==> src/rtl/bitmask_combination_enumerator_if.sv <==
// Handshake bundle for bitmask_combination_enumerator.
// The start channel carries K; the mask channel streams candidate subsets.
// Optional macro BITMASK_COMBINATION_ENUMERATOR_INDEX_EN adds mask_index.
//
// Handshake rule: a transfer happens on a rising clock edge where the
// producer's valid and the consumer's ready are both high. While valid is
// high and ready is low, the producer holds its payload stable.
// On the mask channel, abort wins over a simultaneous transfer.
interface bitmask_combination_enumerator_if #(
    parameter int WORD_WIDTH     = 8,
    parameter int POPCOUNT_WIDTH = 4,
    parameter int INDEX_WIDTH    = 16
);
    logic                      start_valid;
    logic                      start_ready;
    logic [POPCOUNT_WIDTH-1:0] start_popcount;
    logic                      start_error;
    logic                      abort;
    logic                      mask_valid;
    logic                      mask_ready;
    logic [WORD_WIDTH-1:0]     mask;
    logic                      mask_last;
    logic                      busy;
`ifdef BITMASK_COMBINATION_ENUMERATOR_INDEX_EN
    logic [INDEX_WIDTH-1:0]    mask_index;

    // Enumerator side.
    modport master (
        input  start_valid, start_popcount, abort, mask_ready,
        output start_ready, start_error, mask_valid, mask, mask_last, busy,
               mask_index
    );

    // Control source / consumer side.
    modport slave (
        output start_valid, start_popcount, abort, mask_ready,
        input  start_ready, start_error, mask_valid, mask, mask_last, busy,
               mask_index
    );
`else
    // Enumerator side.
    modport master (
        input  start_valid, start_popcount, abort, mask_ready,
        output start_ready, start_error, mask_valid, mask, mask_last, busy
    );

    // Control source / consumer side.
    modport slave (
        output start_valid, start_popcount, abort, mask_ready,
        input  start_ready, start_error, mask_valid, mask, mask_last, busy
    );
`endif
endinterface

==> src/rtl/bitmask_combination_enumerator.sv <==
// bitmask_combination_enumerator: streams every WORD_WIDTH-bit mask with
// exactly K set bits in ascending order, one mask per accepted handshake.
// bitmask_next_popcount is the combinational successor stage used on the
// registered current mask.
// Optional macro BITMASK_COMBINATION_ENUMERATOR_INDEX_EN adds mask_index,
// the 0-based position of the presented mask within its sequence.

// Next larger value with the same popcount (Gosper's step, with the
// divide replaced by a shift by the trailing-zero count). Input 0 and the
// last mask of a sequence produce meaningless wrap-around results; the
// enumerator never loads those.
module bitmask_next_popcount #(
    parameter int WORD_WIDTH = 8
) (
    input  logic [WORD_WIDTH-1:0] mask_in,
    output logic [WORD_WIDTH-1:0] mask_out
);
    logic [WORD_WIDTH-1:0] lowest;
    logic [WORD_WIDTH-1:0] ripple;
    logic [WORD_WIDTH-1:0] ones;
    int                    tz;
    logic                  found;

    // Trailing-zero count, then carry the lowest run up and refill below it.
    always_comb begin
        tz    = 0;
        found = 1'b0;
        for (int i = 0; i < WORD_WIDTH; i++) begin
            if (!found && mask_in[i]) begin
                tz    = i;
                found = 1'b1;
            end
        end
        lowest   = mask_in & (~mask_in + WORD_WIDTH'(1));
        ripple   = mask_in + lowest;
        ones     = ((ripple ^ mask_in) >> 2) >> tz;
        mask_out = ripple | ones;
    end
endmodule

module bitmask_combination_enumerator #(
    parameter int WORD_WIDTH     = 8,
    parameter int POPCOUNT_WIDTH = 4,
    parameter int INDEX_WIDTH    = 16
) (
    input logic clock,
    input logic clear,
    bitmask_combination_enumerator_if.master bus
);
    typedef enum logic {
        IDLE = 1'b0,
        RUN  = 1'b1
    } state_t;

    localparam logic [WORD_WIDTH-1:0]     ALL_ONES = '1;
    localparam logic [POPCOUNT_WIDTH-1:0] K_MAX    = POPCOUNT_WIDTH'(WORD_WIDTH);

    state_t                    state, state_next;
    logic [WORD_WIDTH-1:0]     mask_r, mask_next;
    logic                      last_r, last_next;
    logic [POPCOUNT_WIDTH-1:0] k_r, k_next;
    logic                      err_r, err_next;
    logic                      start_accept;
    logic                      mask_take;
    logic [WORD_WIDTH-1:0]     succ;

    // Lowest mask with k set bits; k == WORD_WIDTH shifts everything out.
    function automatic logic [WORD_WIDTH-1:0] first_mask(input logic [POPCOUNT_WIDTH-1:0] k);
        return ~(ALL_ONES << k);
    endfunction

    // Highest mask with k set bits: the low run moved to the top.
    function automatic logic [WORD_WIDTH-1:0] final_mask(input logic [POPCOUNT_WIDTH-1:0] k);
        return first_mask(k) << (K_MAX - k);
    endfunction

    bitmask_next_popcount #(.WORD_WIDTH(WORD_WIDTH)) u_next (
        .mask_in  (mask_r),
        .mask_out (succ)
    );

    // State and datapath registers; clear abandons any running sequence.
    always_ff @(posedge clock or posedge clear) begin
        if (clear) begin
            state  <= IDLE;
            mask_r <= '0;
            last_r <= 1'b0;
            k_r    <= '0;
            err_r  <= 1'b0;
        end else begin
            state  <= state_next;
            mask_r <= mask_next;
            last_r <= last_next;
            k_r    <= k_next;
            err_r  <= err_next;
        end
    end

    // Next-state logic: start loading in IDLE, stepping/abort in RUN.
    always_comb begin
        state_next   = state;
        mask_next    = mask_r;
        last_next    = last_r;
        k_next       = k_r;
        err_next     = 1'b0;
        start_accept = 1'b0;
        mask_take    = 1'b0;
        case (state)
            IDLE: begin
                if (bus.start_valid) begin
                    start_accept = 1'b1;
                    if (bus.start_popcount > K_MAX) begin
                        err_next = 1'b1;
                    end else begin
                        k_next     = bus.start_popcount;
                        mask_next  = first_mask(bus.start_popcount);
                        last_next  = (first_mask(bus.start_popcount) ==
                                      final_mask(bus.start_popcount));
                        state_next = RUN;
                    end
                end
            end
            RUN: begin
                if (bus.abort) begin
                    // The presented mask is dropped, even if ready was high.
                    state_next = IDLE;
                    last_next  = 1'b0;
                end else if (bus.mask_ready) begin
                    mask_take = 1'b1;
                    if (last_r) begin
                        state_next = IDLE;
                        last_next  = 1'b0;
                    end else begin
                        mask_next = succ;
                        last_next = (succ == final_mask(k_r));
                    end
                end
            end
            default: begin
                state_next = IDLE;
            end
        endcase
    end

    assign bus.start_ready = (state == IDLE);
    assign bus.mask_valid  = (state == RUN);
    assign bus.busy        = (state == RUN);
    assign bus.mask        = mask_r;
    assign bus.mask_last   = last_r;
    assign bus.start_error = err_r;

`ifdef BITMASK_COMBINATION_ENUMERATOR_INDEX_EN
    logic [INDEX_WIDTH-1:0] index_r;

    // Position counter: zeroed on any accepted start, bumped per handshake.
    always_ff @(posedge clock or posedge clear) begin
        if (clear) begin
            index_r <= '0;
        end else if (start_accept) begin
            index_r <= '0;
        end else if (mask_take) begin
            index_r <= index_r + INDEX_WIDTH'(1);
        end
    end

    assign bus.mask_index = index_r;
`endif
endmodule

==> src/flat_wrapper.sv <==
// flat-port wrapper written by rule: the top's interface ports become plain ports
module bitmask_combination_enumerator_flat 
#(
    parameter int WORD_WIDTH     = 8,
    parameter int POPCOUNT_WIDTH = 4,
    parameter int INDEX_WIDTH    = 16
)
  (clock, clear, bus_start_valid, bus_start_popcount, bus_abort, bus_mask_ready, bus_start_ready, bus_start_error, bus_mask_valid, bus_mask, bus_mask_last, bus_busy);
  bitmask_combination_enumerator_if #(.WORD_WIDTH(WORD_WIDTH), .POPCOUNT_WIDTH(POPCOUNT_WIDTH), .INDEX_WIDTH(INDEX_WIDTH)) bus_i ();
  input logic clock;
  input logic clear;
  input wire logic [$bits(bus_i.start_valid)-1:0] bus_start_valid;
  input wire logic [$bits(bus_i.start_popcount)-1:0] bus_start_popcount;
  input wire logic [$bits(bus_i.abort)-1:0] bus_abort;
  input wire logic [$bits(bus_i.mask_ready)-1:0] bus_mask_ready;
  output wire logic [$bits(bus_i.start_ready)-1:0] bus_start_ready;
  output wire logic [$bits(bus_i.start_error)-1:0] bus_start_error;
  output wire logic [$bits(bus_i.mask_valid)-1:0] bus_mask_valid;
  output wire logic [$bits(bus_i.mask)-1:0] bus_mask;
  output wire logic [$bits(bus_i.mask_last)-1:0] bus_mask_last;
  output wire logic [$bits(bus_i.busy)-1:0] bus_busy;
  assign bus_i.start_valid = bus_start_valid;
  assign bus_i.start_popcount = bus_start_popcount;
  assign bus_i.abort = bus_abort;
  assign bus_i.mask_ready = bus_mask_ready;
  assign bus_start_ready = bus_i.start_ready;
  assign bus_start_error = bus_i.start_error;
  assign bus_mask_valid = bus_i.mask_valid;
  assign bus_mask = bus_i.mask;
  assign bus_mask_last = bus_i.mask_last;
  assign bus_busy = bus_i.busy;
  bitmask_combination_enumerator #(.WORD_WIDTH(WORD_WIDTH), .POPCOUNT_WIDTH(POPCOUNT_WIDTH), .INDEX_WIDTH(INDEX_WIDTH)) u_core (.clock(clock), .clear(clear), .bus(bus_i));
endmodule
==> config.mk <==
export PLATFORM = sky130hd
export DESIGN_NAME = bitmask_combination_enumerator_flat
export DESIGN_NICKNAME = d
export VERILOG_FILES = /design/src/rtl/bitmask_combination_enumerator_if.sv /design/src/rtl/bitmask_combination_enumerator.sv /design/src/flat_wrapper.sv
export SDC_FILE = /design/constraint.sdc
export NUM_CORES = 1
export LEC_CHECK = 0
export CORE_MARGIN = 8
export CORE_UTILIZATION = 62
export DETAILED_ROUTE_END_ITERATION = 10
export PLACE_DENSITY_LB_ADDON = 0.2
export SETUP_SLACK_MARGIN = 0.4
export SYNTH_ARGS = -nofsm -noshare
export SYNTH_HDL_FRONTEND = slang
export SYNTH_SLANG_ARGS = --single-unit
==> constraint.sdc <==
create_clock -name clock -period 4.55 [get_ports clock]
set_input_delay 0.91 -clock clock [delete_from_list [all_inputs] [get_ports clock]]
set_output_delay 0.91 -clock clock [all_outputs]
set_load 0.01 [all_outputs]
==> results.json <==
{
  "outcome": "finished clean",
  "hold_violations": 0,
  "viasPerCell": 6.26,
  "grt_pass1_vias": 1848,
  "grt_pass1_wl_um": 8360,
  "gp_congestion": 0.942,
  "finalPower_mw": 1.13,
  "rrSetupSlack_ps": 1390,
  "dpl_cell_area_um2": 2180,
  "setup_viol": 0,
  "hp-class": "reg -> reg",
  "end_kind": "flip-flop",
  "gr-total-overflow": 0,
  "cts_hold_buf": 0,
  "layout-drive-gt1-share_pct": 5.12,
  "ir_worst_vdd_v": 0.000280,
  "remaining_drc_errors": 0,
  "synth-edff-count": 0,
  "cts_max_level": 1,
  "port_buffers": 21,
  "ant_nets": 0,
  "synth_top_flop_cell": "dfrtp_1",
  "synthCells": 291,
  "cts_sinks": 15,
  "routed_wl_um": 4890,
  "n_antenna_cell": 0,
  "regArea_um2": 375,
  "dpl.hpwl_um": 3710,
  "synth_cell_types": 60,
  "drv_slew": 0,
  "worstReg2RegStart": "u_core.k_r[0]$_DFFE_PP0P_",
  "cp.required_ps": 4720,
  "synth_nets": 308,
  "path_class": "in -> reg",
  "fillers": 266,
  "cts_buffers": 3,
  "start_util_pct": 65.2,
  "hold_depth": 2,
  "cts_tree": "built",
  "antenna_found_initial": 0,
  "post_cts.repair.setup_buffers": 0,
  "clk_pin_slew_ps": 80,
  "vias": 2108,
  "design_area_um2": 2200,
  "cts-root-buf": "clkbuf_4",
  "final_common_cell": "nand2_1",
  "finalNetCount": 311,
  "synth_seq_cells": 15,
  "power_density_nw_per_um2": 512,
  "die_h_um": 72.9,
  "yosysWarnings": 0,
  "clock_latency_ps": 280,
  "worstHoldStart": "u_core.bus.mask[6]$_DFFE_PP0P_",
  "tns_ps": 0,
  "timing.final.crit_share_pct": 73.4,
  "slew_headroom_pct": 44.8,
  "row_count": 20,
  "period_minus_slack_ps": 3340,
  "rsz0062_at_grt": "no",
  "synthArstFlopShare_pct": 100,
  "cts_buffer_depth": 2,
  "fin_skew_ps": 2.73,
  "worstPathArrival_ps": 3520,
  "first_pass_iters": 4,
  "pin_count": 22,
  "first_iter_violations": 322,
  "fmax_mhz": 299,
  "synth_area_um2": 2010,
  "ctsResizeCount": 0,
  "track_usage_pct": 19.0,
  "chipWidth_um": 72.9,
  "dieArea_um2": 5310,
  "drv_cap": 0,
  "grt_max_degree": 21,
  "syn_to_final_growth_pct": 9.92,
  "rr_endpoint": "u_core.bus.mask_last$_DFFE_PP0P_",
  "syn_avg_cell_area_um2": 6.89,
  "yosysSeqAreaShare_pct": 18.7,
  "p_leak_nw": 0.838,
  "layout_common_cells": "nand2_1, nor2_1, o21ai_0, a21oi_1, clkdlybuf4s50_1",
  "min_to": "u_core.bus.mask[6]$_DFFE_PP0P_",
  "wire_per_inst_um": 14.5,
  "worstRegToRegCells": 10,
  "cp_max_fo": 11,
  "core-area_um2": 3080,
  "multi_input_area_um2": 1470,
  "critPathLaunchType": "input port",
  "tightest_slew_ps": 825
}
==> synthesized netlist by cell type, drive strengths merged, types with 7 or more instances <==
cell type,count,area share [%]
nand2,34,6.4
o21ai,34,8.7
nor2,30,5.6
a21oi,25,6.4
clkbuf,20,3.7
inv,17,3.2
dfrtp,15,19
nor3,9,2.2
xnor2,9,3.9
ha,8,5.0
a211oi,7,2.9
==> metrics by stage <==
stage | std cells | utilization [%] | hold slack [ps] | setup slack, ps
3_5_place_dp | 333 | 70.8 | 625 | 928
2_1_floorplan | 291 | - | 570 | 1400
6_report | 337 | 71.6 | 661 | 1210
4_1_cts | 337 | 71.6 | 646 | 1220
5_1_grt | 337 | 71.6 | 684 | 926
3_3_place_gp | 333 | 70.8 | 621 | 985
==> layout make-up <==
class / count / share of cell area, %
multi-input combinational: 236 / 66.9
sequential: 15 / 17.0
timing repair buffer: 21 / 9.53
inverter: 17 / 2.89
tap: 44 / 2.50
clock buffer: 4 / 1.19
==> report_power, final <==
part	leakage [nW]	switching, mW	internal (mW)	total (mW)
combinational	0.643	0.413	0.339	0.752
sequential	0.179	0.136	0.167	0.303
clock	0.0150	0.0397	0.0341	0.0737
==> registers in the layout, indices dropped and copies added, names as in the netlist <==
name                    cells
u_core.bus.busy             1
u_core.bus.mask             8
u_core.bus.mask_last        1
u_core.bus.start_error      1
u_core.k_r                  4
==> worst max-delay path, stage by stage <==
cell,delay [ps]
clkdlybuf4s50_1,670
inv_1,100
ha_1,220
ha_1,440
nand2_1,110
o31a_1,120
o21ai_0,140
o21ai_1,90
mux2i_1,120
a211oi_1,240
o22ai_1,130
a41o_1,210
==> kinds of logic (layout without fill, tap and decap cells) <==
group                    Yosys count  count (layout)  share of synthesized area [%]
adder cells (fa/ha/maj)            8               8                           4.99
AO/OA/AOI/OAI                    103             103                           33.7
buffers and inverters             40              42                           7.80
AND/OR/NAND/NOR                  104             104                           25.0
flip-flops                        15              15                           18.7
multiplexers                       8               8                           4.12
XOR/XNOR                          13              13                           5.68
==> layer usage <==
metal	vias to the layer above	global-route usage (%)	wire length (um)
met5	-	0	0
met1	955	26.1	2240
met3	5	2.47	323
met4	0	6.44	47
met2	81	29.4	2280
li1	1067	-	-
==> how the worst max path moves through the flow <==
stage               depth (start not counted)  slack [ps]             startpoint                          endpoint
finish                                     12        1210  bus_start_popcount[0]  u_core.bus.mask_last$_DFFE_PP0P_
global placement                           11         980  bus_start_popcount[0]  u_core.bus.mask_last$_DFFE_PP0P_
detailed placement                         12         930  bus_start_popcount[0]  u_core.bus.mask_last$_DFFE_PP0P_
floorplan                                  13        1400  bus_start_popcount[0]  u_core.bus.mask_last$_DFFE_PP0P_
global route                               10         930  bus_start_popcount[0]    u_core.bus.mask[7]$_DFFE_PP0P_
CTS                                        11        1220  bus_start_popcount[0]  u_core.bus.mask_last$_DFFE_PP0P_
No activity file was read; power rests on OpenSTA's default activity.
